File: src/rtl/sap1_pkg.sv
// Shared SAP-1 controller types: opcodes, T-state bit indices and the control word.
package sap1_pkg;

    typedef enum logic [3:0] {
        OP_LDA = 4'h0,
        OP_ADD = 4'h1,
        OP_SUB = 4'h2,
        OP_OUT = 4'hE,
        OP_HLT = 4'hF
    } opcode_e;

    localparam int unsigned T1 = 0;
    localparam int unsigned T2 = 1;
    localparam int unsigned T3 = 2;
    localparam int unsigned T4 = 3;
    localparam int unsigned T5 = 4;
    localparam int unsigned T6 = 5;

    typedef struct packed {
        logic cp;
        logic ep;
        logic lm;
        logic ce;
        logic li;
        logic ei;
        logic la;
        logic ea;
        logic su;
        logic eu;
        logic lb;
        logic lo;
    } con_word_t;

endpackage

File: src/rtl/ring_counter.sv
// One-hot T-state ring: rotates left each clock, freezes on hold, returns to T1 on clear.
module ring_counter #(
    parameter int unsigned T_W = 6
) (
    input  logic           clk_i,
    input  logic           clr_i,
    input  logic           hold_i,
    output logic [T_W-1:0] t_o
);

    logic [T_W-1:0] t_q;
    logic [T_W-1:0] t_d;

    always_comb begin
        t_d = t_q;
        if (!hold_i) begin
            t_d = {t_q[T_W-2:0], t_q[T_W-1]};
        end
    end

    always_ff @(posedge clk_i) begin
        if (clr_i) begin
            t_q <= {{(T_W-1){1'b0}}, 1'b1};
        end else begin
            t_q <= t_d;
        end
    end

    assign t_o = t_q;

endmodule

File: src/rtl/controller_sequencer.sv
// SAP-1 controller-sequencer: decodes the T-state ring and IR opcode into the datapath control word.
module controller_sequencer #(
    parameter int unsigned OP_W = 4,
    parameter int unsigned T_W  = 6
) (
    input  logic            CLK,
    input  logic            CLR,
    input  logic [OP_W-1:0] OPCODE,
    output logic            CP,
    output logic            EP,
    output logic            LM,
    output logic            CE,
    output logic            LI,
    output logic            EI,
    output logic            LA,
    output logic            EA,
    output logic            S_U,
    output logic            EU,
    output logic            LB,
    output logic            LO,
    output logic            HALT,
    output logic [T_W-1:0]  T
);

    import sap1_pkg::*;

    logic      halt_q;
    logic      halt_d;
    logic      hlt_now;
    con_word_t cw;

    // HLT is recognised in T4 itself so the ring never leaves T4.
    assign hlt_now = T[T4] && (OPCODE == OP_HLT);
    assign halt_d  = halt_q | hlt_now;

    always_ff @(posedge CLK) begin
        if (CLR) begin
            halt_q <= 1'b0;
        end else begin
            halt_q <= halt_d;
        end
    end

    ring_counter #(
        .T_W(T_W)
    ) u_ring (
        .clk_i (CLK),
        .clr_i (CLR),
        .hold_i(halt_d),
        .t_o   (T)
    );

    always_comb begin
        cw = '0;
        case (1'b1)
            T[T1]: begin
                cw.ep = 1'b1;
                cw.lm = 1'b1;
            end
            T[T2]: cw.cp = 1'b1;
            T[T3]: begin
                cw.ce = 1'b1;
                cw.li = 1'b1;
            end
            T[T4]: begin
                case (OPCODE)
                    OP_LDA, OP_ADD, OP_SUB: begin
                        cw.ei = 1'b1;
                        cw.lm = 1'b1;
                        cw.su = (OPCODE == OP_SUB);
                    end
                    OP_OUT: begin
                        cw.ea = 1'b1;
                        cw.lo = 1'b1;
                    end
                    default: ;
                endcase
            end
            T[T5]: begin
                case (OPCODE)
                    OP_LDA: begin
                        cw.ce = 1'b1;
                        cw.la = 1'b1;
                    end
                    OP_ADD, OP_SUB: begin
                        cw.ce = 1'b1;
                        cw.lb = 1'b1;
                        cw.su = (OPCODE == OP_SUB);
                    end
                    default: ;
                endcase
            end
            T[T6]: begin
                case (OPCODE)
                    OP_ADD, OP_SUB: begin
                        cw.eu = 1'b1;
                        cw.la = 1'b1;
                        cw.su = (OPCODE == OP_SUB);
                    end
                    default: ;
                endcase
            end
            default: ;
        endcase
        // Clear and the latched halt both override whatever the decode produced.
        if (CLR || halt_q) begin
            cw = '0;
        end
    end

    assign CP   = cw.cp;
    assign EP   = cw.ep;
    assign LM   = cw.lm;
    assign CE   = cw.ce;
    assign LI   = cw.li;
    assign EI   = cw.ei;
    assign LA   = cw.la;
    assign EA   = cw.ea;
    assign S_U  = cw.su;
    assign EU   = cw.eu;
    assign LB   = cw.lb;
    assign LO   = cw.lo;
    assign HALT = !CLR && (halt_q || hlt_now);

endmodule

File: config.mk
export PLATFORM = sky130hd
export DESIGN_NAME = controller_sequencer
export DESIGN_NICKNAME = d
export VERILOG_FILES = /design/src/rtl/sap1_pkg.sv /design/src/rtl/ring_counter.sv /design/src/rtl/controller_sequencer.sv
export SDC_FILE = /design/constraint.sdc
export NUM_CORES = 1
export LEC_CHECK = 0
export CAP_MARGIN = 10
export CELL_PAD_IN_SITES_DETAIL_PLACEMENT = 0
export CELL_PAD_IN_SITES_GLOBAL_PLACEMENT = 1
export CORE_MARGIN = 4
export CORE_UTILIZATION = 26
export CTS_BUF_LIST = sky130_fd_sc_hd__clkbuf_8 sky130_fd_sc_hd__clkbuf_16
export CTS_CLUSTER_SIZE = 28
export DETAILED_ROUTE_END_ITERATION = 10
export PLACE_DENSITY = 0.75
export SLEW_MARGIN = 10
export SYNTH_ARGS = -nofsm -noshare
export SYNTH_HDL_FRONTEND = slang
export SYNTH_SLANG_ARGS = --single-unit
File: constraint.sdc
create_clock -name CLK -period 1.5 [get_ports CLK]
set_clock_uncertainty 0.05 [all_clocks]
set_input_delay 0.3 -clock CLK [delete_from_list [all_inputs] [get_ports CLK]]
set_output_delay 0.3 -clock CLK [all_outputs]
set_load 0.005 [all_outputs]
==> results.toml, run 1 <==
[sta]
setup_viol = 10
final_hold_viol_count = 0
slew_viol_final = 0
fin_ws_ns = -0.2064
max_freq_ghz = 0.5860
relSlewSlack = 0.8189
fin_crit_sh = 1.138
rsz0062_at_grt = "yes"
hold_ws_ns = 0.3993
layout_min_cycle_time_ns = 1.706
worst_pin_slew_ns = 0.2712

[final_layout]
n_antenna_cell = 0
final_cell_mix = "30 x buf_4, 12 x buf_2, 6 x nand2_1"
final_common_cell = "buf_4"
synthToLayoutAreaGrowth_pct = 121.4
final_util = 0.6333
drive_above_1_share = 0.6587
nets = 133

[routing]
drtAntennaViolNets = 0
drc = 0
dr.pass1.iters = 4
viasPerCell = 5.020
via_count = 758
initialDrtViolationCount = 13
postRouteWirelength_um = 2205
wl_per_cell_um = 14.60

[power_and_ir_drop]
switching_share = 0.3032
p_sw_w = 0.0002175
finalPower_w = 0.0007174
powerDensity_mw_per_mm2 = 628.7
clockPowerShare = 0.368
p_leak_nw = 0.5244
power_frac_comb = 0.321
power_frac_seq = 0.311
vdd_drop_max_mv = 0.6220
intPower_w = 0.0004999

[synth]
ys_types = 27
syn_inst = 69
synth_top_area_frac = 0.2718
ys_seq_area_frac = 0.2718
syn_nets = 75
synth-seq-cells = 7
synth_area_per_cell_sq_um = 7.471
netlist_area_sq_um = 515.5
synth_area_leaders = "dfxtp_1 27%, nor2_1 7.3%, nand2_1 5.8%"
ys_warn_count = 0
synth_top_area_cell = "dfxtp_1"

[grt]
grt_use_total = 0.1619
grt_max_degree = 9
overflow = 0
grt_pass1_wl_um = 3325
grt_antenna_before_repair = 0
grt_pass1_vias = 726

[clocking]
clock_latency_ns = 0.23
clk_pin_slew_ns = 0.04
cts_buffer_depth = 2
cts-root-buf = "clkbuf_8"
cts_buffers = 3
cts_tree = "built"
clock-sinks = 7
holdBufCountCts = 0
ctsHtreeMaxLevel = 1

[floorplan]
start_util = 0.2861
core_sq_mm = 0.001802
die_h_um = 52.53
die_area_sq_mm = 0.002759
ios = 25
rows = 15
fp.dieW_um = 52.53

[outcome]
violations = "negative setup slack"
run_status = "finished with violations"

[placement]
gp_congestion = 0.8110
portBuffers = 24
place_ws_ns = -0.7814
dp_hpwl_um = 1480

[critical_path]
arrival_ns = 1.36
crit_type = "reg2out"
required_ns = 1.15
critPathMaxFanout = 3
end_kind = "primary output"
startpoint_type = "flop"

[run]
drv_cap = 0

[worst_hold_path]
hp-class = "in2reg"
## cells in the mapped netlist
library cell and n:
nor2_1 10, nand2_1 8, dfxtp_1 7, a31oi_1 4
inv_1 4, buf_2 3, nand3_1 3, nand4_1 3
nor3_1 3, nor4b_1 3, o211ai_1 3, o311ai_0 3
a21oi_1 1, and3_1 1, and3b_1 1, buf_4 1
clkbuf_1 1, clkinv_1 1, nand3b_1 1, nand4_4 1
nor4_1 1, o211a_1 1, o21a_4 1, o21ai_0 1
o221a_1 1, o41ai_1 1, xor2_1 1
## metrics by stage
stage	instances	instance area (sq um)	TNS, ns
2_1_floorplan	69	523.0	0
6_report	151	1141	-1.399
5_1_grt	151	1141	-1.980
3_3_place_gp	137	948.4	-10.39
4_1_cts	150	1074	-1.588
3_5_place_dp	137	948.4	-10.59
## logic make-up (layout without fill, tap and decap cells)
kind of cell | after synthesis | in the layout | share of synthesized area
AOI/OAI and AO/OA | 16 | 16 | 0.2500
xor gates and xnor gates | 1 | 1 | 0.01699
buffers and inverters | 10 | 67 | 0.08735
DFF | 7 | 7 | 0.2718
and+or+nand+nor | 35 | 35 | 0.3738
## final cells by class
cell class	count	area (sq um)
multi-input combinational	52	451.7
timing repair buffer	58	432.9
inverter	5	18.77
fill	158	660.6
clock buffer	3	41.29
tap	25	31.28
clock inverter	1	3.754
sequential	7	161.4
## state kept, by name (all words and copies together) (netlist names)
| register | count |
|---|---|
| u_ring.t_o | 6 |
| halt_q | 1 |
## layer usage
| layer | GRT usage | vias to the layer above | share of wire |
|---|---|---|---|
| li1 | - | 376 | - |
| met1 | 0.1789 | 353 | 0.39 |
| met2 | 0.2975 | 24 | 0.53 |
| met3 | 0.04274 | 5 | 0.065 |
| met4 | 0.04681 | 0 | 0.010 |
| met5 | 0 | - | 0 |
## power groups by stage
stage | combinational (W) | sequential, W | clock, W
6_report | 0.000231 | 0.000223 | 0.000264
5_1_grt | 0.000247 | 0.000225 | 0.000279
3_3_place_gp | 0.000185 | 0.000218 | 0
2_1_floorplan | 0.0000641 | 0.000219 | 0
3_5_place_dp | 0.000187 | 0.000217 | 0
4_1_cts | 0.000200 | 0.000217 | 0.000270
## path summary, 6_finish.rpt
check | startpoint | end | slack, ns | cells past startpoint
hold / removal | CLR | halt_q | 0.40 | 3
setup reg to reg | u_ring.t_o[3] | u_ring.t_o[4] | 0.09 | 6
setup / recovery | halt_q | LA | -0.21 | 6
hold reg to reg | u_ring.t_o[5] | u_ring.t_o[5] | 0.60 | 3
## worst max-delay path, stage by stage (launching register included)
cell and delay [ns]:
dfxtp_4 0.35, nor2_4 0.12, buf_6 0.12, nand4_1 0.14, buf_4 0.19, a21oi_2 0.09, buf_2 0.12
## repair_timing
| item | 4_1_cts | 5_1_grt |
|---|---|---|
| gates resized for setup | 88 | 29 |
| setup buffers | 10 | 2 |
| pin swaps | 11 | 6 |
| endpoints found under the setup margin | 20 | 16 |
Power figures use the tool's default switching activity.
==> run 2, diff against run 1 <==
--- a/config.mk
+++ b/config.mk
@@ -13,6 +13,8 @@
 export CTS_BUF_LIST = sky130_fd_sc_hd__clkbuf_8 sky130_fd_sc_hd__clkbuf_16
 export CTS_CLUSTER_SIZE = 28
 export DETAILED_ROUTE_END_ITERATION = 10
+export GPL_TIMING_DRIVEN = 0
+export MAX_ROUTING_LAYER = met4
 export PLACE_DENSITY = 0.75
 export SLEW_MARGIN = 10
 export SYNTH_ARGS = -nofsm -noshare
==> results.toml, run 2 (synthesis gave the netlist of run 1 again) <==
[floorplan]
fp.dieW_um = 52.53
die_area_sq_mm = 0.002759
ios = 25
rows = 15
core_sq_mm = 0.001802
start_util = 0.2861
die_h_um = 52.53

[sta]
max_freq_ghz = 0.6126
rsz0062_at_grt = "yes"
tns_ns = -0.7372
relSlewSlack = 0.7912
worst_pin_slew_ns = 0.3084
final_hold_viol_count = 0
fin_crit_sh = 1.088
setup_viol = 10
fin_ws_ns = -0.1323
hold_ws_ns = 0.3344
layout_min_cycle_time_ns = 1.632
slew_viol_final = 0

[placement]
dp_hpwl_um = 1136
gp_congestion = 0.7640
place_area_sq_um = 784.5
portBuffers = 23

[power_and_ir_drop]
power_frac_comb = 0.315
p_sw_w = 0.0002104
p_leak_nw = 0.4876
switching_share = 0.2984
vdd_drop_max_mv = 0.5738
powerDensity_mw_per_mm2 = 636.7
intPower_w = 0.0004947
power_frac_seq = 0.307
clockPowerShare = 0.378

[critical_path]
ff2ff_setup_slack_ns = 0.20
arrival_ns = 1.28
startpoint_type = "flop"
r2r-end = "u_ring.t_o[2]"
critPathMaxFanout = 3
r2r.worst_path.cells = 6
end_kind = "primary output"
required_ns = 1.15
crit_type = "reg2out"
startpoint = "u_ring.t_o[3]"
crit_end = "LO"
r2r_start = "u_ring.t_o[1]"

[final_layout]
multiInputGateArea_sq_um = 436.7
n_fill_cell = 177
final_cell_mix = "17 x buf_4, 14 x buf_2, 6 x buf_6, 6 x nor2_1, 6 x dfxtp_4"
largest_register_ffs = 6
n_antenna_cell = 0
register_area_sq_um = 163.9
nets = 124
drive_above_1_share = 0.6154
postLayoutCellArea_sq_mm = 0.001107
synthToLayoutAreaGrowth_pct = 114.8
final_common_cell = "buf_4"

[routing]
drtAntennaViolNets = 0
dr.pass1.iters = 4
via_count = 735
initialDrtViolationCount = 26
viasPerCell = 5.176
postRouteWirelength_um = 1949
wl_per_cell_um = 13.73
drc = 0

[clocking]
cts_tree = "built"
clock-sinks = 7
clk_pin_slew_ns = 0.04
cts_buffers = 3
cts_buffer_depth = 2
cts-root-buf = "clkbuf_8"
ctsHtreeMaxLevel = 1
clock_latency_ns = 0.23

[worst_hold_path]
holdPathStages = 2
hp-class = "in2reg"

[grt]
grt_use_total = 0.1529
grt_antenna_before_repair = 0
grt_pass1_wl_um = 3077
overflow = 0
grt_pass1_vias = 632
grt_max_degree = 10

[run]
drv_cap = 0

[outcome]
run_status = "finished with violations"
violations = "negative setup slack"
==> run 2: cell count changes in the layout (fill, tap and decap cells not counted), sizes merged <==
cell / before / now
buf: 47 / 39
clkbuf: 6 / 3
dlymetal6s2s: 0 / 1
clkinv: 1 / 0
clkinvlp: 0 / 1
dlygate4sd2: 5 / 2
clkdlybuf4s50: 1 / 5
==> run 2: per-stage QoR <==
| stage | instances | setup slack, ns | utilization | power, W |
|---|---|---|---|---|
| CTS | 133 | -0.1932 | 0.5500 | 0.0006693 |
| floorplan | 69 | 0.05390 | - | 0.0002834 |
| global placement | 117 | -0.8437 | 0.4354 | 0.0003540 |
| detailed placement | 117 | -0.8267 | 0.4354 | 0.0003553 |
| global route | 142 | -0.1971 | 0.6146 | 0.0007458 |
| finish | 142 | -0.1323 | 0.6146 | 0.0007050 |
==> run 2: worst max-delay path: stages, from the launching register on <==
cell	delay, ns
dfxtp_4	0.35
buf_6	0.10
nand4_4	0.09
buf_6	0.14
nor3_4	0.17
buf_4	0.13
buf_6	0.08
==> run 2: cell type report <==
cell class,instances,area share
multi-input combinational,52,0.3944
clock inverter,1,0.003390
clock buffer,3,0.03729
buffer,4,0.03503
tap,25,0.02825
timing repair buffer,45,0.3288
sequential,7,0.1480
inverter,5,0.02486
==> run 2: worst min path at each step <==
stage,end,slack (ns),from
after floorplan,u_ring.t_o[5],0.49,u_ring.t_o[5]
after global placement,u_ring.t_o[0],0.53,u_ring.t_o[5]
after detailed placement,halt_q,0.54,CLR
after CTS,halt_q,0.32,CLR
after global routing,halt_q,0.37,CLR
final,halt_q,0.33,CLR
==> run 2: repair_timing <==
item                                    4_1_cts  5_1_grt
endpoints found under the setup margin       19       17
pin swaps                                    12       11
gates resized for setup                      99       19
buffers inserted                             12       10
hold buffers                                  0        0
==> run 2: routing by layer <==
metal | global-route usage | vias to the layer above | wire, um
met3 | 0.04843 | 7 | 166
met1 | 0.1915 | 336 | 849
met2 | 0.2376 | 34 | 902
li1 | - | 358 | -
met5 | - | - | 0
met4 | 0.03830 | 0 | 30
==> run 2: power groups by stage <==
| stage | sequential, W | clock, W | combinational [W] |
|---|---|---|---|
| 4_1_cts | 0.000220 | 0.000264 | 0.000186 |
| 3_5_place_dp | 0.000222 | 0 | 0.000133 |
| 6_report | 0.000217 | 0.000266 | 0.000222 |
| 5_1_grt | 0.000219 | 0.000287 | 0.000240 |
| 3_3_place_gp | 0.000223 | 0 | 0.000131 |
| 2_1_floorplan | 0.000219 | 0 | 0.0000641 |
